`config.mk`:
```
export PLATFORM = sky130hd
export DESIGN_NAME = owt_rx_frame
export DESIGN_NICKNAME = d
export VERILOG_FILES = /design/src/rtl/owt_rx_frame.sv
export SDC_FILE = /design/constraint.sdc
export NUM_CORES = 1
export LEC_CHECK = 0
export ABC_CLOCK_PERIOD_IN_PS = 2400
export CAP_MARGIN = 10
export CORE_AREA = 2 2 80 82
export DETAILED_ROUTE_END_ITERATION = 8
export DIE_AREA = 0 0 82 84
export SYNTH_ARGS = -nofsm -noshare
export SYNTH_HDL_FRONTEND = slang
export SYNTH_SLANG_ARGS = --single-unit
```
`constraint.sdc`:
```
create_clock -name i_clk -period 2.4 [get_ports i_clk]
set_input_delay 0.48 -clock i_clk [delete_from_list [all_inputs] [get_ports i_clk]]
set_output_delay 0.48 -clock i_clk [all_outputs]
set_load 0.1 [all_outputs]
```
`src/rtl/owt_rx_frame.sv`:
```
// rtl/owt_rx_frame.sv - OWT frame receiver: header hunt, payload shift, even parity, idle timeout
// Consumes one-cycle bit strobes and reports good frames, parity errors and abandoned frames.
module owt_rx_frame #(
  parameter int                DATA_W = 16,
  parameter int                HEAD_W = 4,
  parameter logic [HEAD_W-1:0] HEAD   = 4'b1010,
  parameter int                TO_W   = 10,
  parameter logic [TO_W-1:0]   TO_TH  = TO_W'(512)
) (
  input  logic              i_clk,
  input  logic              i_rst_n,
  input  logic              i_bit_vld,
  input  logic              i_bit_data,
  output logic              o_frm_vld,
  output logic [DATA_W-1:0] o_frm_data,
  output logic              o_par_err,
  output logic              o_timeout,
  output logic              o_busy
);

  localparam int CNT_W = $clog2(DATA_W + 1);
  localparam int IDX_W = $clog2(HEAD_W + 1);

  typedef enum logic [1:0] {S_IDLE, S_HEAD, S_DATA, S_PAR} state_t;

  state_t              state_q, state_d;
  logic [IDX_W-1:0]    idx_q, idx_d;
  logic [CNT_W-1:0]    bit_cnt_q, bit_cnt_d;
  logic [DATA_W-1:0]   shift_q, shift_d;
  logic [TO_W-1:0]     to_cnt_q, to_cnt_d;
  logic [DATA_W-1:0]   frm_data_q, frm_data_d;
  logic                frm_vld_q, frm_vld_d;
  logic                par_err_q, par_err_d;
  logic                timeout_q, timeout_d;

  logic [HEAD_W-1:0]   head_sh;
  logic                head_exp;
  logic                head_first;
  logic                idx_last;
  logic                cnt_last;
  logic                par_ok;
  logic                to_hit;

  // Shifting the pattern left by idx puts the expected header bit at the MSB.
  assign head_sh    = HEAD << idx_q;
  assign head_exp   = head_sh[HEAD_W-1];
  assign head_first = (i_bit_data == HEAD[HEAD_W-1]);
  assign idx_last   = (idx_q == IDX_W'(HEAD_W - 1));
  assign cnt_last   = (bit_cnt_q == CNT_W'(DATA_W - 1));
  assign par_ok     = (i_bit_data == ^shift_q);
  // A strobe landing on the threshold cycle wins over the timeout.
  assign to_hit     = (state_q != S_IDLE) && (to_cnt_q == TO_TH) && !i_bit_vld;

  always_ff @(posedge i_clk or negedge i_rst_n) begin
    if (!i_rst_n) begin
      state_q    <= S_IDLE;
      idx_q      <= '0;
      bit_cnt_q  <= '0;
      shift_q    <= '0;
      to_cnt_q   <= '0;
      frm_data_q <= '0;
      frm_vld_q  <= 1'b0;
      par_err_q  <= 1'b0;
      timeout_q  <= 1'b0;
    end else begin
      state_q    <= state_d;
      idx_q      <= idx_d;
      bit_cnt_q  <= bit_cnt_d;
      shift_q    <= shift_d;
      to_cnt_q   <= to_cnt_d;
      frm_data_q <= frm_data_d;
      frm_vld_q  <= frm_vld_d;
      par_err_q  <= par_err_d;
      timeout_q  <= timeout_d;
    end
  end

  always_comb begin
    state_d = state_q;
    if (to_hit) begin
      state_d = S_IDLE;
    end else if (i_bit_vld) begin
      case (state_q)
        S_IDLE: if (head_first) state_d = (HEAD_W == 1) ? S_DATA : S_HEAD;
        S_HEAD: begin
          if (i_bit_data == head_exp) begin
            if (idx_last) state_d = S_DATA;
          end else if (!head_first) begin
            state_d = S_IDLE;
          end
        end
        S_DATA: if (cnt_last) state_d = S_PAR;
        S_PAR:  state_d = S_IDLE;
        default: state_d = S_IDLE;
      endcase
    end
  end

  always_comb begin
    idx_d      = idx_q;
    bit_cnt_d  = bit_cnt_q;
    shift_d    = shift_q;
    frm_data_d = frm_data_q;
    frm_vld_d  = 1'b0;
    par_err_d  = 1'b0;
    timeout_d  = to_hit;
    to_cnt_d   = to_cnt_q;
    if (i_bit_vld || state_q == S_IDLE) begin
      to_cnt_d = '0;
    end else if (to_cnt_q < TO_TH) begin
      to_cnt_d = to_cnt_q + TO_W'(1);
    end
    if (i_bit_vld) begin
      case (state_q)
        S_IDLE: begin
          if (head_first) begin
            idx_d     = (HEAD_W == 1) ? '0 : IDX_W'(1);
            bit_cnt_d = '0;
          end
        end
        S_HEAD: begin
          if (i_bit_data == head_exp) begin
            if (idx_last) begin
              idx_d     = '0;
              bit_cnt_d = '0;
            end else begin
              idx_d = idx_q + IDX_W'(1);
            end
          end else begin
            idx_d = head_first ? IDX_W'(1) : '0;
          end
        end
        S_DATA: begin
          shift_d   = (shift_q << 1) | DATA_W'(i_bit_data);
          bit_cnt_d = cnt_last ? '0 : bit_cnt_q + CNT_W'(1);
        end
        S_PAR: begin
          if (par_ok) begin
            frm_vld_d  = 1'b1;
            frm_data_d = shift_q;
          end else begin
            par_err_d = 1'b1;
          end
        end
        default: idx_d = '0;
      endcase
    end
  end

  assign o_frm_vld  = frm_vld_q;
  assign o_frm_data = frm_data_q;
  assign o_par_err  = par_err_q;
  assign o_timeout  = timeout_q;
  assign o_busy     = (state_q != S_IDLE);

endmodule

```
==> impl_metrics.env <==
export IMPL_clockRootBuffer="clkbuf_8"
export IMPL_syn2layout_area_growth_pct=15.4
export IMPL_hold_viol_final=0
export IMPL_holdWs_ps=161
export IMPL_finalCritPeriodShare_pct=89.9
export IMPL_irDropWorstVdd_v=0.000628
export IMPL_leakagePower_nw=1.50
export IMPL_die_area_sq_um=6890
export IMPL_antenna_found_initial=0
export IMPL_drt_initial_drc_count=54
export IMPL_power_density_nw_per_um2=743
export IMPL_ys_flop_type="dfrtp_1"
export IMPL_rr_worst_depth=7
export IMPL_nNetsFinal=261
export IMPL_seq_area_frac_synth_pct=52.0
export IMPL_syn_area_sq_um=2650
export IMPL_grt_pass1_wl_mm=7.38
export IMPL_start_util_pct=43.4
export IMPL_maxSlewHeadroom_pct=61.0
export IMPL_critical_path_max_fanout=9
export IMPL_clock_sinks=55
export IMPL_cp_start_kind="flop"
export IMPL_drt_wirelength_per_cell_um=13.2
export IMPL_synth_cell_types=41
export IMPL_cts_max_level=2
export IMPL_syn_inst=219
export IMPL_ios=24
export IMPL_antenna_cells=0
export IMPL_yosysWarnings=0
export IMPL_fin_crit_ps=2160
export IMPL_wl_met1_mm=2.15
export IMPL_ys_async_sr_fraction_pct=100
export IMPL_dr_pass1_iters=4
export IMPL_synth_edf_count=0
export IMPL_r2r_setup_slack_ps=240
export IMPL_synth_mux_area_share_pct=16.1
export IMPL_postLayoutCoreUtil_pct=50.1
export IMPL_grt_max_degree=28
export IMPL_routed_via_density=5.02
export IMPL_pre_cts_slack_ps=-33.9
export IMPL_setup_violations=0
export IMPL_worst_setup_path_type="reg -> reg"
export IMPL_route_detailed_drc=0
export IMPL_dr_max_layer_used="met4"
export IMPL_wl_met3_um=128
export IMPL_clk_latency_ps=300
export IMPL_rsz0062_at_grt="false"
export IMPL_routed_wl_mm=4.33
export IMPL_synth_area_per_cell_sq_um=12.1
export IMPL_fp_dieW_um=82
export IMPL_r2r_end="bit_cnt_q[2]"
export IMPL_cts_resized=0
export IMPL_numCtsBuffers=5
export IMPL_clk_path_buf_depth=2
export IMPL_cts_post_setup_buffers_inserted=0
export IMPL_die_height_um=84
export IMPL_synth_top_family_by_area="multiplexers"
export IMPL_dp_hpwl_mm=3.08
export IMPL_max_freq_mhz=463
export IMPL_end_kind="flop"
export IMPL_setup_ws_ps=242
export IMPL_cts_tree="done"
export IMPL_fillers=582
export IMPL_finalNonFillerCells=329
export IMPL_synth_simple_gate_area_share_pct=11.4
export IMPL_port_buffers=23
export IMPL_hold_class="in -> async"
export IMPL_worst_ep_required_time_ps=2570
export IMPL_coreArea_sq_um=6100
export IMPL_grt_usage_pct=13.9
export IMPL_overflow=0
export IMPL_fp_row_count=29
export IMPL_syn_nets=229
export IMPL_wl_met2_mm=1.99
export IMPL_ant_nets=0
export IMPL_maxCapViolCount=0
export IMPL_drive_gt1_share_pct=31.0
export IMPL_synth_xor_xnor_area_share_pct=8.33
export IMPL_clk_pin_slew_ps=100
export IMPL_fin_skew_ps=7.98
export IMPL_hold_buffers=0
export IMPL_tightestPinTransition_ps=585
export IMPL_totalPowerFinal_mw=2.27
export IMPL_final_common_cell="dfrtp_1"
export IMPL_status="complete, no violations"
export IMPL_synth_compound_area_share_pct=5.77
export IMPL_slew_violations=0
export IMPL_ys_ff_latch=55
export IMPL_gp_congestion=0.775
export IMPL_r2r_start="idx_q[0]"
export IMPL_vias=1653
export IMPL_synthAdderAreaFrac_pct=3.60
export IMPL_dpl_cell_count=321
export IMPL_grt_pass1_vias=1594
export IMPL_cp_data_arrival_time_ps=2330
export IMPL_layout_common_cells="dfrtp_1 (55), buf_4 (28), mux2_2 (23), nor2_1 (19), xnor2_1 (12)"
layout make-up:
cell class	count	area (sq um)	share of cell area, %
clock inverters	2	16.3	0.533
multi-input cells	149	1190	39.2
inverters	8	30.0	0.984
repair buffers	32	255	8.36
flip-flops and latches	55	1380	45.1
well taps	77	96.3	3.16
clock buffers	6	82.6	2.71
report_power, final:
part	internal, mW	switching, mW	leakage (nW)	total, mW
Combinational	0.266	0.392	0.693	0.658
Clock	0.236	0.297	0.0474	0.533
Sequential	0.995	0.0804	0.759	1.08
per-stage QoR:
| stage | TNS (ps) | cell area (sq um) |
|---|---|---|
| after floorplan | 0 | 2650 |
| after global placement | -55.5 | 2950 |
| after global routing | 0 | 3050 |
| final | 0 | 3050 |
| after detailed placement | -198 | 2950 |
| after CTS | 0 | 3050 |
cell usage after synthesis (2+ instances only):
master / count / area, sq um
clkbuf_1: 5 / 18.8
o21ai_0: 11 / 55.1
nor2b_1: 3 / 18.8
nor4_1: 2 / 12.5
mux2_2: 23 / 259
nand4_1: 3 / 18.8
xnor2_1: 12 / 105
nor3_1: 5 / 25.0
nand2_1: 11 / 41.3
nor2_1: 19 / 71.3
or3_1: 3 / 18.8
nand3_1: 5 / 25.0
xor2_1: 6 / 52.6
o31ai_1: 2 / 15.0
o21a_1: 2 / 15.0
inv_1: 8 / 30.0
ha_1: 6 / 75.1
maj3_1: 2 / 20.0
a21oi_1: 6 / 30.0
mux2_4: 9 / 135
dfrtp_1: 55 / 1380
or2_2: 2 / 12.5
kinds of logic (layout without fill, tap and decap cells):
logic type / after synthesis / after routing
fa+ha+maj: 8 / 8
xor+xnor: 21 / 21
compound gates: 26 / 26
flops: 55 / 55
mux: 34 / 34
buf+inv: 15 / 48
simple gates: 60 / 60
registers in the layout (all words and copies together) (netlist names):
register    flops
o_frm_data     16
shift_q        16
to_cnt_q       10
bit_cnt_q       5
idx_q           3
state_q         2
o_frm_vld       1
o_par_err       1
o_timeout       1
per-layer routing:
layer / track usage, % / vias up
li1: - / 818
met1: 19.5 / 809
met2: 20.9 / 21
met3: 2.71 / 5
met4: 5.45 / 0
met5: 0 / -
how the worst max path moves through the flow:
stage	end	depth (start not counted)	start
global route	bit_cnt_q[2]	7	idx_q[0]
CTS	bit_cnt_q[2]	7	idx_q[0]
detailed placement	o_frm_data[6]	7	i_bit_data
global placement	o_frm_data[5]	7	i_bit_data
finish	bit_cnt_q[2]	7	idx_q[0]
floorplan	o_frm_data[10]	6	shift_q[6]
critical path: stages, from the launching register on:
cell,delay [ps]
dfrtp_1,380
inv_1,90
ha_1,220
or4b_2,660
a21oi_1,150
o21ai_1,200
o21ai_0,220
o21ai_0,100
Power figures use the tool's default switching activity.
